File: src/rtl/pwm_pkg.sv
// Shared PWM constants and helpers, also used by the tone generator so both
// sides agree on the period length and the duty-to-threshold mapping.
`timescale 1ns/1ps
package pwm_pkg;

  localparam int unsigned PERIOD_WIDTH_NS_DEFAULT = 1000;
  localparam int unsigned SYS_FREQ_MHZ_DEFAULT    = 100;
  localparam int unsigned DUTY_WIDTH_DEFAULT      = 10;

  // Clock cycles in one PWM period.
  function automatic int unsigned cycles_per_period(input int unsigned period_ns,
                                                    input int unsigned sys_mhz);
    return (period_ns * sys_mhz) / 1000;
  endfunction

  // Number of high cycles per period for a duty word (floor, no rounding).
  function automatic int unsigned duty_to_threshold(input int unsigned duty,
                                                    input int unsigned cycles,
                                                    input int unsigned duty_width);
    return (duty * cycles) >> duty_width;
  endfunction

endpackage

File: src/rtl/pwm_serializer_if.sv
// Duty word in, serial PWM bit out. The producer of the duty word is the
// master; the serializer is the slave.
`timescale 1ns/1ps
interface pwm_serializer_if
  import pwm_pkg::*;
#(
  parameter int unsigned DUTY_WIDTH = DUTY_WIDTH_DEFAULT
) ();

  logic [DUTY_WIDTH-1:0] duty_cycle;
  logic                  signal;

  modport master (output duty_cycle, input signal);
  modport slave  (input duty_cycle, output signal);

endinterface

File: src/rtl/pwm_period_counter.sv
// Free-running 0..P-1 counter with a strobe on the last cycle of each period.
`timescale 1ns/1ps
module pwm_period_counter #(
  parameter  int unsigned P  = 100,
  localparam int unsigned CW = (P > 1) ? $clog2(P) : 1
) (
  input  logic          clock,
  input  logic          reset,
  output logic [CW-1:0] count,
  output logic          period_end
);

  localparam logic [CW-1:0] LAST = CW'(P - 1);

  logic [CW-1:0] count_q, count_d;

  // Next count: wrap to zero after the last cycle of the period.
  always_comb begin
    period_end = (count_q == LAST);
    count_d    = period_end ? '0 : count_q + 1'b1;
  end

  // Count register.
  // NOTE: clocked state uses non-blocking assignments so every flop samples
  // pre-edge values regardless of process evaluation order.
  always_ff @(posedge clock or posedge reset) begin
    if (reset) count_q <= '0;
    else       count_q <= count_d;
  end

  assign count = count_q;

endmodule

File: src/rtl/pwm_serializer.sv
// Duty word to fixed-frequency PWM. The duty word is sampled once per period
// so a change never produces a partial or merged pulse.
`timescale 1ns/1ps
module pwm_serializer
  import pwm_pkg::*;
#(
  parameter int unsigned PERIOD_WIDTH_NS = PERIOD_WIDTH_NS_DEFAULT,
  parameter int unsigned SYS_FREQ_MHZ    = SYS_FREQ_MHZ_DEFAULT,
  parameter int unsigned DUTY_WIDTH      = DUTY_WIDTH_DEFAULT
) (
  input  logic             clock,
  input  logic             reset,
  pwm_serializer_if.slave  bus
);

  localparam int unsigned P  = cycles_per_period(PERIOD_WIDTH_NS, SYS_FREQ_MHZ);
  localparam int unsigned CW = (P > 1) ? $clog2(P) : 1;
  localparam int unsigned TW = $clog2(P + 1);
  localparam int unsigned PW = DUTY_WIDTH + CW;

  if (P < 2) begin : g_period_check
    $fatal(1, "pwm_serializer: period must be at least 2 clock cycles");
  end

  logic [CW-1:0] count;
  logic          period_end;
  logic [PW-1:0] product;
  logic [TW-1:0] threshold_q, threshold_d;
  logic          signal_q, signal_d;

  pwm_period_counter #(.P(P)) u_counter (
    .clock      (clock),
    .reset      (reset),
    .count      (count),
    .period_end (period_end)
  );

  // Threshold reload at the period boundary and the output comparator.
  // NOTE: every value written here gets a default first, so no path leaves
  // a signal unassigned and no latch is inferred.
  always_comb begin
    product     = PW'(bus.duty_cycle) * PW'(P);
    threshold_d = threshold_q;
    if (period_end) threshold_d = TW'(product >> DUTY_WIDTH);
    signal_d    = (TW'(count) < threshold_q);
  end

  // Threshold and output registers; both clear at once on reset, which
  // forces the pin low mid-period and makes the first period all-low.
  // NOTE: every register is reset (there is no memory array here), so the
  // output never carries an unknown value.
  always_ff @(posedge clock or posedge reset) begin
    if (reset) begin
      threshold_q <= '0;
      signal_q    <= 1'b0;
    end else begin
      threshold_q <= threshold_d;
      signal_q    <= signal_d;
    end
  end

  assign bus.signal = signal_q;

endmodule

File: src/flat_wrapper.sv
// flat-port wrapper written by rule: the top's interface ports become plain ports
module pwm_serializer_flat import pwm_pkg::*;
#(
  parameter int unsigned PERIOD_WIDTH_NS = PERIOD_WIDTH_NS_DEFAULT,
  parameter int unsigned SYS_FREQ_MHZ    = SYS_FREQ_MHZ_DEFAULT,
  parameter int unsigned DUTY_WIDTH      = DUTY_WIDTH_DEFAULT
)
  (clock, reset, bus_duty_cycle, bus_signal);
  pwm_serializer_if #(.DUTY_WIDTH(DUTY_WIDTH)) bus_i ();
  input  logic clock;
  input  logic reset;
  input wire logic [$bits(bus_i.duty_cycle)-1:0] bus_duty_cycle;
  output wire logic [$bits(bus_i.signal)-1:0] bus_signal;
  assign bus_i.duty_cycle = bus_duty_cycle;
  assign bus_signal = bus_i.signal;
  pwm_serializer #(.PERIOD_WIDTH_NS(PERIOD_WIDTH_NS), .SYS_FREQ_MHZ(SYS_FREQ_MHZ), .DUTY_WIDTH(DUTY_WIDTH)) u_core (.clock(clock), .reset(reset), .bus(bus_i));
endmodule
File: config.mk
export PLATFORM = sky130hd
export DESIGN_NAME = pwm_serializer_flat
export DESIGN_NICKNAME = d
export VERILOG_FILES = /design/src/rtl/pwm_pkg.sv /design/src/rtl/pwm_serializer_if.sv /design/src/rtl/pwm_period_counter.sv /design/src/rtl/pwm_serializer.sv /design/src/flat_wrapper.sv
export SDC_FILE = /design/constraint.sdc
export NUM_CORES = 1
export LEC_CHECK = 0
export CAP_MARGIN = 25
export CORE_UTILIZATION = 40
export DETAILED_ROUTE_END_ITERATION = 10
export GPL_TIMING_DRIVEN = 0
export PLACE_DENSITY_LB_ADDON = 0.3
export SYNTH_ARGS = -nofsm -noshare
export SYNTH_HDL_FRONTEND = slang
export SYNTH_SLANG_ARGS = --single-unit
File: constraint.sdc
create_clock -name clock -period 3 [get_ports clock]
set_input_delay 0.75 -clock clock [delete_from_list [all_inputs] [get_ports clock]]
set_output_delay 0.75 -clock clock [all_outputs]
set_load 0.005 [all_outputs]
==> flow_metrics.tcl <==
set metrics [dict create \
    outcome "finished, violations left" \
    violations "setup timing" \
    start_util_pct 41.8 \
    synthDistinctLibCells 33 \
    yosysWarnings 0 \
    drc 0 \
    io_buffer_count 12 \
    num_rows 22 \
    die_y_um 64.1 \
    mostFrequentLayoutCells "21 x ha_1, 18 x inv_1, 17 x ha_4" \
    syn_to_final_growth_pct 33.8 \
    grt_usage_pct 17.5 \
    die_w_um 64.1 \
    p_int_uw 470 \
    clock_latency_ps 240 \
    ys_ff_latch 15 \
    netlist_area_um2 1540 \
    routed_wl_um 3270 \
    grt_max_degree 16 \
    fill_cells 339 \
    cts_buffers 3 \
    comb_power_share_pct 49.4 \
    antenna_found_initial 0 \
    yosysSeqAreaShare_pct 24.4 \
    skew_ps 1.13 \
    viasPerCell 5.41 \
    h-tree-depth 1 \
    p_clk_share_pct 22.4 \
    hpwl_um 2410 \
    cts_tree "yes" \
    p_sw_uw 247 \
    p_seq_share_pct 28.2 \
    layout-drive-gt1-share_pct 30.0 \
    start_kind "primary input" \
    post-place-ws_ps -789 \
    r2r_slack_ps 1260 \
    p_leak_uw 0.000948 \
    netlist_instances 161 \
    finalCritPeriodShare_pct 102 \
    root_buffer "clkbuf_8" \
    pwr_density_cell_nw_per_um2 348 \
    path_cells "buf_8, ha_4, ha_4, fa_1, ha_1, o2111a_1, a21bo_4, a21oi_2, or3_1, a31o_2" \
    syn_area_per_cell_um2 9.57 \
    worst_pin_slew_ps 552 \
    nNetsFinal 236 \
    worst_slack_ps -53.0 \
    final_hold_viol_count 0 \
    ioPinCount 13 \
    setup_viol 1 \
    crit_path_top_delay_cell "fa_1" \
    cp-startpoint "bus_duty_cycle[2]" \
    layout_commonest_cell "ha_1" \
    maxSlewHeadroom_pct 63.2 \
    critical_path_arrival_ps 3190 \
    r2r_start "u_core.u_counter.count[2]" \
    reg2reg_depth 4 \
    cts_hold_repair.buffers 0 \
    stdcell_area_um2 2060 \
    post-route-min-period_ps 3050 \
    dieArea_um2 4110 \
    cpMostUsedCell "ha_4" \
    cpPeakStageDelay_ps 440 \
    placed_area_um2 1820 \
    grt_first_pass_wirelength_um 5630 \
    crit_fanout 3 \
    critPathCaptureType "flip-flop" \
    drv_slew 0 \
    sw_frac_of_total_pct 34.4 \
    routed-via-count 1233 \
    timing.fmax_mhz 328 \
    setup.worst_path.class "in -> reg" \
    clkTransAtPathRegs_ps 60 \
    diodes 0 \
    wl_per_cell_um 14.3 \
    hold_path_class "reg -> reg" \
    ir_worst_vdd_mv 0.181 \
    clkSinkCount 15 \
    grt_pass1_vias 1267 \
    synth_nets 216 \
    cts_buffer_depth 2 \
    endpoint "u_core.threshold_q[4]" \
    drv_cap 0 \
    overflow 0 \
    cp.required_ps 3140 \
    postRouteAntennaNets 0 \
    power_uw 718 \
    drtIter0Drc 72 \
    coreArea_um2 3690 \
    rr_endpoint "u_core.threshold_q[5]" \
    place_congestion 0.745 \
    rsz0062_at_grt "true" \
    drtPass1Iterations 4 \
]
worst min-delay path by stage:
stage	startpoint	end	slack, ps	cells past startpoint
detailed placement	u_core.threshold_q[2]	u_core.threshold_q[2]	490	2
global placement	u_core.u_counter.count[0]	u_core.u_counter.count[0]	470	1
CTS	u_core.u_counter.count[0]	u_core.u_counter.count[0]	490	1
finish	u_core.u_counter.count[0]	u_core.u_counter.count[0]	490	1
global route	u_core.u_counter.count[0]	u_core.u_counter.count[0]	530	1
floorplan	u_core.u_counter.count[0]	u_core.u_counter.count[0]	450	1
cell families after synthesis:
kind of cell	synth area share, %
fa+ha+maj	36.9
compound gates	17.4
simple gates	13.0
buf+inv	6.17
flops	24.4
xor+xnor	2.27
stage by stage:
| stage | setup TNS (ps) | hold WS, ps | cells | util [%] |
|---|---|---|---|---|
| after CTS | -40.6 | 495 | 226 | 54.5 |
| final | -53.0 | 487 | 228 | 55.9 |
| after global routing | -274 | 525 | 228 | 55.9 |
| after floorplan | -64.3 | 446 | 161 | - |
| after global placement | -4480 | 466 | 221 | 49.4 |
| after detailed placement | -4710 | 485 | 221 | 49.4 |
area by class of cell:
cell class              instances  area, um2  area share, %
plain buffers                   1       5.00          0.243
clock buffers                   3       41.3           2.00
clock inverters                 1       5.00          0.243
inverters                      24       90.1           4.37
multi-input cells             121       1340           64.9
flip-flops and latches         15        375           18.2
well taps                      48       60.1           2.91
repair buffers                 15        146           7.10
cell usage after synthesis:
cell type / number / area [um2]
inv_1: 24 / 90.1
o2111ai_1: 1 / 8.76
a21oi_1: 7 / 35.0
buf_2: 1 / 5.00
fa_1: 4 / 80.1
nand3_2: 1 / 10.0
o21ai_0: 7 / 35.0
a211o_2: 1 / 10.0
a21boi_0: 2 / 15.0
nand4_1: 2 / 12.5
or4_1: 1 / 7.51
o31ai_1: 3 / 22.5
dfrtp_1: 15 / 375
nor4b_4: 1 / 23.8
nor3_1: 2 / 10.0
a21o_1: 6 / 45.0
nand2_1: 8 / 30.0
o21a_1: 1 / 7.51
o31a_1: 1 / 8.76
a31o_2: 1 / 8.76
ha_1: 39 / 488
and2b_2: 1 / 8.76
nand3_1: 4 / 20.0
xor2_1: 1 / 8.76
a211oi_1: 1 / 7.51
or3_1: 5 / 31.3
a21bo_2: 1 / 10.0
nand2b_1: 2 / 12.5
nor2_1: 9 / 33.8
o2111a_1: 1 / 11.3
xnor2_1: 3 / 26.3
o211ai_2: 1 / 12.5
o211ai_1: 4 / 30.0
layer usage:
| metal | GRT usage [%] | wire (um) | share of wire [%] |
|---|---|---|---|
| met2 | 31.6 | 1760 | 54 |
| met4 | 6.25 | 34 | 1.0 |
| met5 | 0 | 0 | 0 |
| met3 | 2.14 | 46 | 1.4 |
| met1 | 20.9 | 1430 | 44 |
power groups by stage:
stage          logic [uW]  registers (uW)  clock network, uW
6_report              354             202                161
5_1_grt               394             202                177
4_1_cts               310             202                167
3_5_place_dp          257             206                  0
3_3_place_gp          247             206                  0
2_1_floorplan         190             206                  0
state kept, by name (all words and copies together), names as in the netlist:
name / cells
u_core.bus.signal: 1
u_core.u_counter.count: 7
u_core.threshold_q: 7
critical path, delay by kind of cell:
| family | cells | cell delay, ps |
|---|---|---|
| adder cells (fa/ha/maj) | 4 | 1230 |
| AO/OA/AOI/OAI | 4 | 760 |
| AND/OR/NAND/NOR | 1 | 340 |
| buffers and inverters | 1 | 110 |
repair_timing:
item,in CTS,in global routing
pin swaps,12,6
gates cloned,0,0
endpoints found under the setup margin,7,6
buffers inserted,1,2
resized for setup,55,11
Note: power is estimated with default switching activity, not from simulation.
